===== config.mk =====
export PLATFORM = sky130hd
export DESIGN_NAME = oled_layer_compositor
export DESIGN_NICKNAME = d
export VERILOG_FILES = /design/src/rtl/oled_pkg.sv /design/src/rtl/layer_priority_mux.sv /design/src/rtl/oled_layer_compositor.sv
export SDC_FILE = /design/constraint.sdc
export NUM_CORES = 1
export LEC_CHECK = 0
export CAP_MARGIN = 40
export CELL_PAD_IN_SITES_DETAIL_PLACEMENT = 1
export CELL_PAD_IN_SITES_GLOBAL_PLACEMENT = 1
export CORE_MARGIN = 5
export CORE_UTILIZATION = 27
export DETAILED_ROUTE_END_ITERATION = 8
export PLACE_DENSITY = 0.72
export SYNTH_ARGS = -nofsm -noshare
export SYNTH_HDL_FRONTEND = slang
export SYNTH_SLANG_ARGS = --single-unit

===== constraint.sdc =====
create_clock -name clk -period 1.7 [get_ports clk]
set_input_delay 0.17 -clock clk [delete_from_list [all_inputs] [get_ports clk]]
set_output_delay 0.17 -clock clk [all_outputs]
set_load 0.005 [all_outputs]

===== src/rtl/oled_pkg.sv =====
// Shared constants for the OLED pixel path.
//   OLED_W / OLED_H  : panel geometry in pixels
//   PIX_W            : RGB565 colour width
//   TRANSPARENT_565  : colour key meaning "layer empty here"
//   WIN_NONE         : win_layer code reported when the background wins
package oled_pkg;

    localparam int unsigned OLED_W          = 96;
    localparam int unsigned OLED_H          = 64;
    localparam int unsigned PIX_W           = 16;
    localparam logic [15:0] TRANSPARENT_565 = 16'h0000;
    localparam logic [2:0]  WIN_NONE        = 3'd7;

endpackage


===== src/rtl/layer_priority_mux.sv =====
// Combinational priority selector: picks the lowest-indexed eligible layer.
// Ports:
//   eligible   in  NUM_LAYERS        per-layer eligibility (enabled, visible, opaque)
//   colours    in  NUM_LAYERS*PIX_W  layer i at [i*PIX_W +: PIX_W]
//   colour     out PIX_W             winning colour, BG_COLOUR when none eligible
//   index      out 3                 winning layer index, WIN_NONE when none eligible
module layer_priority_mux
    import oled_pkg::*;
#(
    parameter int unsigned     NUM_LAYERS = 4,
    parameter int unsigned     PIX_W      = 16,
    parameter logic [PIX_W-1:0] BG_COLOUR = '0
) (
    input  logic [NUM_LAYERS-1:0]       eligible,
    input  logic [NUM_LAYERS*PIX_W-1:0] colours,
    output logic [PIX_W-1:0]            colour,
    output logic [2:0]                  index
);

    // Scan from lowest priority upward so the last hit is the highest-priority layer.
    always_comb begin
        colour = BG_COLOUR;
        index  = WIN_NONE;
        for (int i = NUM_LAYERS - 1; i >= 0; i--) begin
            if (eligible[i]) begin
                colour = colours[i*PIX_W +: PIX_W];
                index  = 3'(i);
            end
        end
    end

endmodule


===== src/rtl/oled_layer_compositor.sv =====
// N-layer pixel compositor feeding the OLED display driver.
// Frame-synchronous layer controls (enable/blink) are shadowed on each frame start,
// the highest-priority opaque visible layer wins, and the result is registered.
// Ports:
//   clk           in  1                 system clock
//   reset_n       in  1                 synchronous active-low reset
//   frame_begin   in  1                 frame start level from the display driver (async)
//   layer_colour  in  NUM_LAYERS*PIX_W  layer i at [i*PIX_W +: PIX_W]
//   layer_en      in  NUM_LAYERS        requested enable mask, takes effect next frame
//   layer_blink   in  NUM_LAYERS        requested blink mask, takes effect next frame
//   pixel_data    out PIX_W             composited colour
//   win_layer     out 3                 winning layer index, 7 = background
//   frame_count   out 16                frames since reset, wraps
module oled_layer_compositor #(
    parameter int unsigned      NUM_LAYERS   = 4,
    parameter int unsigned      PIX_W        = 16,
    parameter logic [PIX_W-1:0] TRANSPARENT  = PIX_W'(oled_pkg::TRANSPARENT_565),
    parameter logic [PIX_W-1:0] BG_COLOUR    = '0,
    parameter int unsigned      BLINK_FRAMES = 15
) (
    input  logic                        clk,
    input  logic                        reset_n,
    input  logic                        frame_begin,
    input  logic [NUM_LAYERS*PIX_W-1:0] layer_colour,
    input  logic [NUM_LAYERS-1:0]       layer_en,
    input  logic [NUM_LAYERS-1:0]       layer_blink,
    output logic [PIX_W-1:0]            pixel_data,
    output logic [2:0]                  win_layer,
    output logic [15:0]                 frame_count
);

    import oled_pkg::*;

    logic [1:0]            sync_q;
    logic                  edge_q;
    logic                  fb_pulse_q;
    logic [NUM_LAYERS-1:0] shadow_en_q;
    logic [NUM_LAYERS-1:0] shadow_blink_q;
    logic                  blink_phase_q;
    logic [7:0]            blink_cnt_q;
    logic [15:0]           frame_count_q;
    logic [PIX_W-1:0]      pixel_q;
    logic [2:0]            win_q;

    logic [NUM_LAYERS-1:0] eligible;
    logic [PIX_W-1:0]      mux_colour;
    logic [2:0]            mux_index;

    // A blinking layer is hidden during the odd blink phase.
    always_comb begin
        eligible = '0;
        for (int i = 0; i < NUM_LAYERS; i++) begin
            eligible[i] = shadow_en_q[i]
                        && !(shadow_blink_q[i] && blink_phase_q)
                        && (layer_colour[i*PIX_W +: PIX_W] != TRANSPARENT);
        end
    end

    layer_priority_mux #(
        .NUM_LAYERS (NUM_LAYERS),
        .PIX_W      (PIX_W),
        .BG_COLOUR  (BG_COLOUR)
    ) u_mux (
        .eligible (eligible),
        .colours  (layer_colour),
        .colour   (mux_colour),
        .index    (mux_index)
    );

    always_ff @(posedge clk) begin
        if (!reset_n) begin
            sync_q         <= '0;
            edge_q         <= 1'b0;
            fb_pulse_q     <= 1'b0;
            shadow_en_q    <= '0;
            shadow_blink_q <= '0;
            blink_phase_q  <= 1'b0;
            blink_cnt_q    <= '0;
            frame_count_q  <= '0;
            pixel_q        <= BG_COLOUR;
            win_q          <= WIN_NONE;
        end else begin
            // frame_begin is from a slower clock domain: two-flop synchroniser.
            sync_q     <= {sync_q[0], frame_begin};
            edge_q     <= sync_q[1];
            fb_pulse_q <= sync_q[1] & ~edge_q;

            if (fb_pulse_q) begin
                shadow_en_q    <= layer_en;
                shadow_blink_q <= layer_blink;
                frame_count_q  <= frame_count_q + 16'd1;
                if (blink_cnt_q == 8'(BLINK_FRAMES - 1)) begin
                    blink_cnt_q   <= '0;
                    blink_phase_q <= ~blink_phase_q;
                end else begin
                    blink_cnt_q <= blink_cnt_q + 8'd1;
                end
            end

            pixel_q <= mux_colour;
            win_q   <= mux_index;
        end
    end

    assign pixel_data  = pixel_q;
    assign win_layer   = win_q;
    assign frame_count = frame_count_q;

endmodule

==> flow_metrics.tcl, run 1 <==
set metrics [dict create \
    clk_pin_slew_ps 100 \
    rrSetupSlack_ps 140 \
    post-place-cells 530 \
    cts_sinks 56 \
    hold_depth 3 \
    critPathCaptureType "register" \
    arrival_ps 1890 \
    cts_htree_levels 2 \
    die_height_um 107.0 \
    routed-via-count 2771 \
    root_buffer "clkbuf_8" \
    grt_pass1_wl_um 15430 \
    required_ps 1940 \
    ir_drop_mv 0.3069 \
    die_x_um 107.0 \
    cts_tree "built" \
    yosys.area.top_type "dfxtp_1" \
    drt_pass1_iterations 4 \
    final-hold-violation-count 0 \
    synth-main-ff-cell "dfxtp_1" \
    run_status "completed" \
    start_util 0.2765 \
    dr_wl_met2_um 4864 \
    placed_cell_area_mm2 0.004029 \
    post-route-period-util 0.9656 \
    ys_ff_latch 56 \
    synth_top_area_share 0.4409 \
    num_rows 35 \
    area_growth_pct 73.57 \
    ios 110 \
    clockBufferDepth 2 \
    instances_no_fill 544 \
    hold_class "in2reg" \
    max_freq_ghz 0.6092 \
    reg2regPathDepth 6 \
    port-buffer-count 109 \
    antenna_left 0 \
    drc 0 \
    finalSetupTns_ps 0 \
    finalPower_mw 2.526 \
    dr.first_iter.drc_count 60 \
    crit_path_max_fanout 5 \
    ff_latch_area_mm2 0.001122 \
    synth_area_mm2 0.002542 \
    skew_ps 10.31 \
    grt.overflow.total 0 \
    power_density_mw_per_mm2 572.3 \
    finalInstanceArea_mm2 0.004413 \
    maxSlewHeadroom 0.7821 \
    worstReg2RegStart "blink_phase_q$_SDFFE_PN0P_" \
    synth-edff-count 0 \
    wl_met1_um 4081 \
    cts_buffers 5 \
    reg2reg_to "pixel_data[6]$_SDFF_PN0_" \
    avgSynthCellArea_um2 9.016 \
    synth_common_cells "dfxtp_1, nor2_1, nand2_1, xor2_1, nand3_1" \
    first_global_vias 3062 \
    synthTopCellsByArea "dfxtp_1, nor2_1, xor2_1, o31ai_2, nand2_1" \
    grt_max_degree 27 \
    fill_cells 1064 \
    period_minus_slack_ps 1641 \
    hp-start "layer_colour[12]" \
    vias_per_cell 5.094 \
    synth_cells 282 \
    worst-slew-pin-transition_ps 326.8 \
    drt-total-wl_um 9815 \
    post-route-worst-setup-slack_ps 58.54 \
    critPathLaunchType "primary input" \
    syn-num-nets 360 \
    hpwlAfterDp_um 7584 \
    pre_cts_slack_ps -701.9 \
    async_flop_share 0 \
    maxCapViolCount 0 \
    met3_length_um 665 \
    hold_end "pixel_data[12]$_SDFF_PN0_" \
    core_area_mm2 0.009196 \
    grt_usage 0.1720 \
    synth.distinct_cells 36 \
    dieArea_mm2 0.01146 \
    top_layer "met4" \
    place.gp.congestion 0.8739 \
    yosysMostFrequentCell "dfxtp_1" \
    slew_violations 0 \
    leakage_nw 1.741 \
    yosys_warnings 0 \
    wl_per_cell_um 18.04 \
    clk_latency_ps 310 \
    crit_type "in2reg" \
    ys_seq_area_frac 0.4409 \
    layout-drive-gt1-share 0.2431 \
    setup_viol 0 \
    num-nets-final 509 \
    multiInputGateArea_mm2 0.001588 \
    antenna_found_initial 1 \
]
[worst max-delay path by stage]
| stage | startpoint | to | slack [ps] | cells past startpoint |
|---|---|---|---|---|
| after floorplan | layer_colour[0] | pixel_data[15]$_SDFF_PN0_ | 40 | 5 |
| after global placement | layer_colour[20] | pixel_data[7]$_SDFF_PN0_ | -640 | 8 |
| after detailed placement | layer_colour[19] | pixel_data[6]$_SDFF_PN0_ | -700 | 8 |
| after CTS | layer_colour[35] | pixel_data[3]$_SDFF_PN0_ | 6 | 8 |
| after global routing | layer_colour[47] | pixel_data[3]$_SDFF_PN0_ | -9 | 8 |
| final | layer_colour[0] | pixel_data[0]$_SDFF_PN0_ | 60 | 7 |
[cell families (layout without fill, tap and decap cells)]
kind of cell               Yosys count  in the layout  synth area share
other                                0              1                 0
and+or+nand+nor                    132            133            0.2495
DFF                                 56             56            0.4409
buffers and inverters               15            164           0.02805
xor gates and xnor gates            21             21           0.07234
muxes                                9              9           0.03543
adders and majority gates            3              3           0.01477
AOI/OAI and AO/OA                   46             46            0.1590
[through the flow]
stage / util / hold slack, ps
after global routing: 0.4796 / 92.88
after CTS: 0.4642 / 200.5
final: 0.4799 / 94.67
after detailed placement: 0.4381 / 379.2
after global placement: 0.4381 / 373.9
after floorplan: - / 278.5
[state kept, by name, indices dropped and copies added (netlist names)]
register and cells:
blink_cnt_q 8, blink_phase_q 1, edge_q 1, fb_pulse_q 1, frame_count 16, pixel_data 16, shadow_blink_q 4, shadow_en_q 4
sync_q 2, win_layer 3
[critical path, stage by stage]
cell           delay, ps
dlygate4sd2_1        250
or4_4                540
o41ai_4              330
buf_4                220
buf_8                140
o21ai_1               70
a41oi_1              150
[placed cells by master, fill, tap and decap left out, types with 3 or more instances in the layout]
master,netlist,layout
nand2_1,32,32
a221oi_1,13,3
mux2i_1,9,9
ha_1,3,3
dfxtp_1,56,55
o31ai_2,10,10
xor2_1,15,15
clkbuf_8,0,5
clkdlybuf4s50_1,0,67
and2_1,4,3
a221oi_2,0,9
nor4_1,13,5
dlymetal6s2s_1,0,17
and3_1,3,3
nor4_2,0,7
clkdlybuf4s15_1,0,3
a41oi_2,0,3
dlygate4sd2_1,0,20
o21ai_0,10,4
or4_4,3,4
nand4_1,9,9
buf_4,1,41
xnor2_1,6,6
nor2_1,45,44
nand3_1,14,14
[timing repair]
action,4_1_cts,5_1_grt
setup endpoints to repair,19,19
gates cloned,3,0
gates resized for setup,57,48
hold buffers,0,0
pin swaps,13,17
buffers inserted,2,0
[power by group]
| part | total [mW] | switching (mW) | internal (mW) |
|---|---|---|---|
| registers | 1.35 | 0.0123 | 1.33 |
| logic | 0.427 | 0.180 | 0.247 |
| clock network | 0.751 | 0.457 | 0.294 |
| total | 2.53 | 0.650 | 1.88 |
[routing by layer]
| layer | vias up | track usage |
|---|---|---|
| li1 | 1318 | - |
| met1 | 1334 | 0.1974 |
| met2 | 106 | 0.3052 |
| met3 | 13 | 0.04696 |
| met4 | 0 | 0.05936 |
| met5 | - | 0 |
[layout make-up]
type,instances,share of cell area
Antenna cell,1,0.0005671
Clock buffer,5,0.01559
Clock inverter,3,0.004820
Inverter,2,0.001701
Multi-Input combinational cell,212,0.3598
Sequential cell,56,0.2543
Tap cell,111,0.03147
Timing Repair Buffer,154,0.3317
(Power assumes the default switching activity.)
==> inputs of run 2 (changes only) <==
--- a/config.mk
+++ b/config.mk
@@ -11,6 +11,7 @@
 export CORE_MARGIN = 5
 export CORE_UTILIZATION = 27
 export DETAILED_ROUTE_END_ITERATION = 8
+export GPL_TIMING_DRIVEN = 0
 export PLACE_DENSITY = 0.72
 export SYNTH_ARGS = -nofsm -noshare
 export SYNTH_HDL_FRONTEND = slang
==> flow_metrics.tcl, run 2 (same netlist as run 1, synthesis figures left out) <==
set metrics [dict create \
    run_status "finished, violations left" \
    violations "negative setup slack" \
    clk_latency_ps 320 \
    antenna_found_initial 0 \
    rrSetupSlack_ps 120 \
    root_buffer "clkbuf_8" \
    post-route-period-util 1.035 \
    cts_tree "built" \
    worst-slew-pin-transition_ps 461.5 \
    finalInstanceArea_mm2 0.004412 \
    drt_pass1_iterations 4 \
    finalPower_mw 2.563 \
    maxCapViolCount 0 \
    critPathCaptureType "register" \
    placed_cell_area_mm2 0.003772 \
    final_util 0.4797 \
    reg2regPathDepth 6 \
    crit_path_max_fanout 5 \
    die_height_um 107.0 \
    cts_htree_levels 2 \
    place.gp.congestion 0.9044 \
    cts_buffers 5 \
    drt-total-wl_um 10410 \
    num_rows 35 \
    drc 0 \
    start_util 0.2765 \
    cts_hold_buf 0 \
    first_global_vias 3067 \
    setup_viol 12 \
    final-hold-violation-count 0 \
    cts_sinks 56 \
    leakage_nw 1.663 \
    layout-drive-gt1-share 0.2203 \
    period_minus_slack_ps 1760 \
    maxSlewHeadroom 0.6924 \
    die_x_um 107.0 \
    grt_pass1_wl_um 15660 \
    ios 110 \
    required_ps 1940 \
    post-route-worst-setup-slack_ps -59.54 \
    routed-via-count 2772 \
    crit_type "in2reg" \
    clockBufferDepth 2 \
    antenna_left 0 \
    grt.overflow.total 0 \
    pre_cts_slack_ps -829.6 \
    vias_per_cell 5.290 \
    dieArea_mm2 0.01146 \
    grt_max_degree 20 \
    port-buffer-count 109 \
    clk_pin_slew_ps 110 \
    max_freq_ghz 0.5683 \
    hpwlAfterDp_um 7385 \
    arrival_ps 2000 \
    dr.first_iter.drc_count 68 \
    area_growth_pct 73.52 \
    final_cell_mix "clkdlybuf4s50_1, dfxtp_1, nor2_1, nand2_1, dlymetal6s2s_1" \
    ir_drop_mv 0.3183 \
    grt_usage 0.1742 \
    skew_ps 14.90 \
    hold_depth 3 \
    hold_class "in2reg" \
    num-nets-final 490 \
    antenna_cells 0 \
    critPathLaunchType "primary input" \
    final_common_cell "clkdlybuf4s50_1" \
    power_density_mw_per_mm2 580.9 \
    slew_violations 0 \
    core_area_mm2 0.009196 \
    wl_per_cell_um 19.87 \
]
## run 2: path summary, 6_finish.rpt
| kind | to | start |
|---|---|---|
| worst max-delay path | pixel_data[13]$_SDFF_PN0_ | layer_colour[40] |
| worst min-delay path | pixel_data[8]$_SDFF_PN0_ | layer_colour[8] |
| worst max register to register | pixel_data[14]$_SDFF_PN0_ | blink_phase_q$_SDFFE_PN0P_ |
| worst min register to register | fb_pulse_q$_SDFF_PN0_ | edge_q$_SDFF_PN0_ |
## run 2: area by class of cell
cell class,instances,area [um^2]
Clock buffer,5,68.82
Tap cell,111,138.9
Clock inverter,3,25.02
Timing Repair Buffer,124,1259
Fill cell,1034,4785
Multi-Input combinational cell,211,1684
Buffer,12,102.6
Sequential cell,56,1122
Inverter,2,11.26
## run 2: per-stage QoR
step	setup TNS [ps]	hold slack [ps]	std cells
floorplan	0	278.5	282
global placement	-12030	373.0	502
detailed placement	-13030	376.9	502
CTS	-4.870	68.20	521
global route	-886.7	87.45	524
finish	-322.9	92.36	524
## run 2: critical path: stages
cell             delay (ps)
clkdlybuf4s50_1         470
nor4_2                  230
nand4_1                 250
a21oi_4                 350
clkbuf_16               220
a221oi_4                 60
o31ai_4                 250
## run 2: report_power, final
part | switching, mW | total, mW | internal, mW | leakage [nW]
Sequential | 0.0107 | 1.35 | 1.33 | 0.453
Combinational | 0.193 | 0.433 | 0.240 | 1.16
Clock | 0.482 | 0.784 | 0.302 | 0.0452
Total | 0.686 | 2.56 | 1.88 | 1.66
## run 2: routing by layer
metal,global-route usage,share of wire,vias up
li1,-,-,1281
met5,0,0,-
met2,0.3253,0.52,128
met4,0.05662,0.029,0
met1,0.1815,0.37,1341
met3,0.05840,0.081,22
## run 2: timing repair
| action | CTS | global route |
|---|---|---|
| setup endpoints to repair | 21 | 26 |
| gates cloned | 2 | 1 |
| pin swaps | 22 | 14 |
| resized for setup | 109 | 41 |
| buffers inserted | 9 | 3 |
